## config.mk

```make
export PLATFORM = sky130hd
export DESIGN_NAME = uart_frame_tx
export DESIGN_NICKNAME = d
export VERILOG_FILES = /design/src/rtl/uart_frame_tx.sv
export SDC_FILE = /design/constraint.sdc
export NUM_CORES = 1
export LEC_CHECK = 0
export CAP_MARGIN = 0
export CORE_AREA = 10 10 95 97
export CTS_CLUSTER_SIZE = 16
export DETAILED_ROUTE_END_ITERATION = 10
export DIE_AREA = 0 0 105 107
export PLACE_DENSITY = 0.76
export SLEW_MARGIN = 25
export SYNTH_ARGS = -nofsm -noshare
export SYNTH_HDL_FRONTEND = slang
export SYNTH_SLANG_ARGS = --single-unit
export TNS_END_PERCENT = 1
```

## constraint.sdc

```tcl
create_clock -name Clk -period 2.4 [get_ports Clk]
set_clock_uncertainty 0.05 [all_clocks]
set_input_delay 0.24 -clock Clk [delete_from_list [all_inputs] [get_ports Clk]]
set_output_delay 0.24 -clock Clk [all_outputs]
set_load 0.02 [all_outputs]
```

## src/rtl/uart_frame_tx.sv

```systemverilog
// uart_frame_tx: sends the 8-byte frame {HEAD0, HEAD1, P0, P1, P2, P3, CTRL, TAIL},
// byte 0 first, to a byte-level UART transmitter over a send_go/tx_done handshake.
// An optional idle gap is inserted between bytes and each byte can be given a
// completion timeout. All outputs are registered.
//
// state | meaning
// IDLE  | no frame in flight; frame_req accepted here
// SEND  | one-clock send_go pulse for the byte at idx
// WAIT  | waiting for tx_done of the byte at idx; timeout timer running
// GAP   | idle clocks between a byte's tx_done and the next send_go
module uart_frame_tx #(
    parameter logic [7:0] HEAD0      = 8'h55,
    parameter logic [7:0] HEAD1      = 8'hA5,
    parameter logic [7:0] TAIL       = 8'hF0,
    parameter int         GAP_CYCLES = 0,
    parameter int         TIMEOUT    = 0
) (
    input  logic        Clk,
    input  logic        Reset,
    input  logic        frame_req,
    input  logic [31:0] payload,
    input  logic [7:0]  ctrl_in,
    input  logic        tx_done,
    output logic [7:0]  tx_data,
    output logic        send_go,
    output logic        busy,
    output logic        frame_done,
    output logic        timeout_err
);

    typedef enum logic [1:0] {IDLE, SEND, WAIT, GAP} state_t;

    // Timers count down; a byte times out when the wait timer reaches zero,
    // the gap ends when the gap timer reaches zero.
    localparam logic [15:0] GAP_LD  = 16'(GAP_CYCLES);
    localparam logic [23:0] WAIT_LD = (TIMEOUT == 0) ? 24'd0 : 24'(TIMEOUT - 1);
    localparam bit          TO_EN   = (TIMEOUT != 0);

    state_t      state, state_nxt;
    logic [2:0]  idx, idx_nxt;
    logic [31:0] pay_q, pay_nxt;
    logic [7:0]  ctrl_q, ctrl_nxt;
    logic [15:0] gap_cnt, gap_nxt;
    logic [23:0] wait_cnt, wait_nxt;
    logic [7:0]  tx_data_nxt;
    logic        send_go_nxt, busy_nxt, frame_done_nxt, timeout_err_nxt;

    function automatic logic [7:0] frame_byte(input logic [2:0]  i,
                                              input logic [31:0] p,
                                              input logic [7:0]  c);
        case (i)
            3'd0:    frame_byte = HEAD0;
            3'd1:    frame_byte = HEAD1;
            3'd2:    frame_byte = p[7:0];
            3'd3:    frame_byte = p[15:8];
            3'd4:    frame_byte = p[23:16];
            3'd5:    frame_byte = p[31:24];
            3'd6:    frame_byte = c;
            default: frame_byte = TAIL;
        endcase
    endfunction

    // Next-state and next-output decode
    always_comb begin
        state_nxt       = state;
        idx_nxt         = idx;
        pay_nxt         = pay_q;
        ctrl_nxt        = ctrl_q;
        gap_nxt         = gap_cnt;
        wait_nxt        = wait_cnt;
        tx_data_nxt     = tx_data;
        send_go_nxt     = 1'b0;
        busy_nxt        = busy;
        frame_done_nxt  = 1'b0;
        timeout_err_nxt = 1'b0;
        case (state)
            IDLE: begin
                if (frame_req) begin
                    state_nxt   = SEND;
                    idx_nxt     = 3'd0;
                    pay_nxt     = payload;
                    ctrl_nxt    = ctrl_in;
                    tx_data_nxt = HEAD0;
                    send_go_nxt = 1'b1;
                    busy_nxt    = 1'b1;
                end
            end
            SEND: begin
                state_nxt = WAIT;
                wait_nxt  = WAIT_LD;
            end
            WAIT: begin
                // An expiring timer wins over a tx_done arriving on the same edge.
                if (TO_EN && wait_cnt == '0) begin
                    state_nxt       = IDLE;
                    busy_nxt        = 1'b0;
                    timeout_err_nxt = 1'b1;
                end else if (tx_done) begin
                    if (idx == 3'd7) begin
                        state_nxt      = IDLE;
                        busy_nxt       = 1'b0;
                        frame_done_nxt = 1'b1;
                    end else if (GAP_CYCLES == 0) begin
                        state_nxt   = SEND;
                        idx_nxt     = idx + 3'd1;
                        tx_data_nxt = frame_byte(idx + 3'd1, pay_q, ctrl_q);
                        send_go_nxt = 1'b1;
                    end else begin
                        state_nxt = GAP;
                        gap_nxt   = GAP_LD;
                    end
                end else if (wait_cnt != '0) begin
                    wait_nxt = wait_cnt - 24'd1;
                end
            end
            GAP: begin
                if (gap_cnt == '0) begin
                    state_nxt   = SEND;
                    idx_nxt     = idx + 3'd1;
                    tx_data_nxt = frame_byte(idx + 3'd1, pay_q, ctrl_q);
                    send_go_nxt = 1'b1;
                end else begin
                    gap_nxt = gap_cnt - 16'd1;
                end
            end
            default: state_nxt = IDLE;
        endcase
    end

    // State, frame buffer, timers and registered outputs
    always_ff @(posedge Clk) begin
        if (Reset) begin
            state       <= IDLE;
            idx         <= 3'd0;
            pay_q       <= '0;
            ctrl_q      <= '0;
            gap_cnt     <= '0;
            wait_cnt    <= '0;
            tx_data     <= '0;
            send_go     <= 1'b0;
            busy        <= 1'b0;
            frame_done  <= 1'b0;
            timeout_err <= 1'b0;
        end else begin
            state       <= state_nxt;
            idx         <= idx_nxt;
            pay_q       <= pay_nxt;
            ctrl_q      <= ctrl_nxt;
            gap_cnt     <= gap_nxt;
            wait_cnt    <= wait_nxt;
            tx_data     <= tx_data_nxt;
            send_go     <= send_go_nxt;
            busy        <= busy_nxt;
            frame_done  <= frame_done_nxt;
            timeout_err <= timeout_err_nxt;
        end
    end

endmodule

```

==> results_dict.tcl <==
set metrics [dict create \
    dieHeight_um 107 \
    grtUsageTotal 0.137 \
    num_io_pins 56 \
    synth_area_per_cell_um2 8.21 \
    power-per-cell-area_nw_per_um2 651 \
    leakage_nw 1.42 \
    htree_levels 3 \
    die_w_um 105 \
    maxCapViolCount 0 \
    syn_to_final_growth_pct 24.7 \
    timing.final.hold_violations 0 \
    cts_tree "built" \
    cp_max_fo 10 \
    relSlewSlack 0.624 \
    stdcell_area_um2 3930 \
    yosys.area.top_type "dfxtp_1" \
    netlist_top_cells_area "dfxtp_1 (46%), nand2_1 (11%), a21oi_1 (7.9%)" \
    status "completed" \
    clkTransAtPathRegs_ns 0.07 \
    drt_first_pass_iters 5 \
    start_util 0.442 \
    critPathRequiredTime_ns 2.54 \
    viasPerCell 5.22 \
    rsz0062_at_grt "no" \
    slew_viol_final 0 \
    overflow 0 \
    ys_warn_count 0 \
    cp-end-kind "flop" \
    reg2reg_slack_ns 0.28 \
    max_freq_ghz 0.471 \
    period_minus_slack_ns 2.12 \
    grt_pass1_vias 2784 \
    ys_seq_area_frac 0.457 \
    synth-edff-count 0 \
    power_mw 2.56 \
    period_share 0.885 \
    hp-class "in2reg" \
    synth_cells 384 \
    hpwl_um 5750 \
    final_common_cell "nand2_1" \
    crit_arrival_ns 2.27 \
    synth_top_area_frac 0.457 \
    vias 2774 \
    clock_latency_ns 0.34 \
    post_cts_buffers 0 \
    fin_tns_setup_ns 0 \
    setup_viol 0 \
    worst_slew_pin_slew_ns 0.564 \
    final_core_util 0.551 \
    peakVddDrop_mv 0.316 \
    drt_iter0_drc 194 \
    netlist_area_um2 3150 \
    drive_gt1_frac 0.0671 \
    antenna_cells 0 \
    final_nets 481 \
    grt_max_degree 43 \
    synthesis.nets 437 \
    io_buffers 54 \
    mostFrequentLayoutCells "nand2_1 (94), dfxtp_1 (72), clkdlybuf4s50_1 (53)" \
    placed_area_um2 3740 \
    drtAntennaViolNets 0 \
    grt_pass1_wl_um 12700 \
    antenna_found_initial 0 \
    finalWeightedCongestion 0.862 \
    crit_type "reg2reg" \
    synth-async-reset-ratio 0 \
    ys.flop_type "dfxtp_1" \
    clock_path_buffers 2 \
    clock-sinks 72 \
    drc 0 \
    ys_ff_latch 72 \
    cts_root_buffer "clkbuf_8" \
    synth_cell_type_count 48 \
    fill_cells 681 \
    wl_um 7760 \
    start_kind "flop" \
    numCtsBuffers 9 \
    std_cell_rows 31 \
    wl_per_cell_um 14.6 \
    die_area_um2 11200 \
    coreArea_um2 7140 \
]
==> through the flow <==
stage	hold WS (ns)	cells	worst slack, ns
2_1_floorplan	0.326	384	0.382
3_3_place_gp	0.394	516	0.327
3_5_place_dp	0.402	516	0.183
4_1_cts	0.318	531	0.173
5_1_grt	0.330	531	0.0674
6_report	0.313	531	0.275
==> flip-flops by register name, indices dropped and copies added (netlist names) <==
name        flops
gap_cnt        16
frame_done      1
pay_q          32
tx_data         8
busy            1
ctrl_q          8
idx             3
state           2
send_go         1
==> Yosys cell counts, types with 2 or more instances <==
library cell	n
nand3_1	9
a222oi_1	5
inv_1	9
nor3_1	7
nor2b_1	3
ha_1	9
nand2_1	94
a21oi_1	50
dfxtp_1	72
xnor2_1	3
a211oi_1	3
buf_6	2
nand4b_1	3
xor2_1	12
nand4_1	3
a22oi_1	9
buf_2	2
nor4_1	3
clkbuf_1	19
a22o_1	2
nor2_1	28
o22ai_1	4
o21ai_0	8
==> power breakdown <==
group          total (mW)  internal, mW  switching, mW
sequential           1.32          1.26         0.0505
combinational       0.348         0.161          0.188
clock               0.896         0.481          0.416
==> path summary, 6_finish.rpt <==
check                                 from           to  depth (start not counted)
worst max-delay path                idx[0]   tx_data[6]                          6
worst min-delay path                 Reset  gap_cnt[14]                          2
worst max register to register      idx[0]   tx_data[6]                          6
worst min register to register  tx_data[5]   tx_data[5]                          2
==> routing by layer <==
metal  wire length (um)  track usage
met5                  0            0
met4                155       0.0549
met3                462       0.0527
met2               3760        0.231
met1               3390        0.152
==> critical path, cell delays in order, from the launching register on <==
cell and delay [ns]:
dfxtp_1 0.35, ha_1 0.23, ha_1 0.46, nand2b_1 0.17, o21ai_0 0.12, a221oi_1 0.43
a311oi_2 0.16
==> timing repair <==
item / CTS / global route
setup endpoints to repair: 0 / 2
resized for setup: 0 / 1
hold buffers: 0 / 0
==> layout make-up <==
class / instances / area [um^2] / share of cell area
multi-input cells: 277 / 1560 / 0.396
flip-flops and latches: 72 / 1440 / 0.367
repair buffers: 59 / 586 / 0.149
clock buffers: 13 / 179 / 0.0455
well taps: 99 / 124 / 0.0315
inverters: 9 / 33.8 / 0.00859
clock inverters: 2 / 12.5 / 0.00318
==> cell families (layout without fill, tap and decap cells) <==
logic type,Yosys count,after routing,synth area share
AO/OA/AOI/OAI,92,92,0.188
XOR/XNOR,15,15,0.0417
adder cells (fa/ha/maj),9,9,0.0357
buffers and inverters,35,83,0.0500
flip-flops,72,72,0.457
other,1,1,0.00119
AND/OR/NAND/NOR,160,160,0.226
No activity file was read; power rests on OpenSTA's default activity.
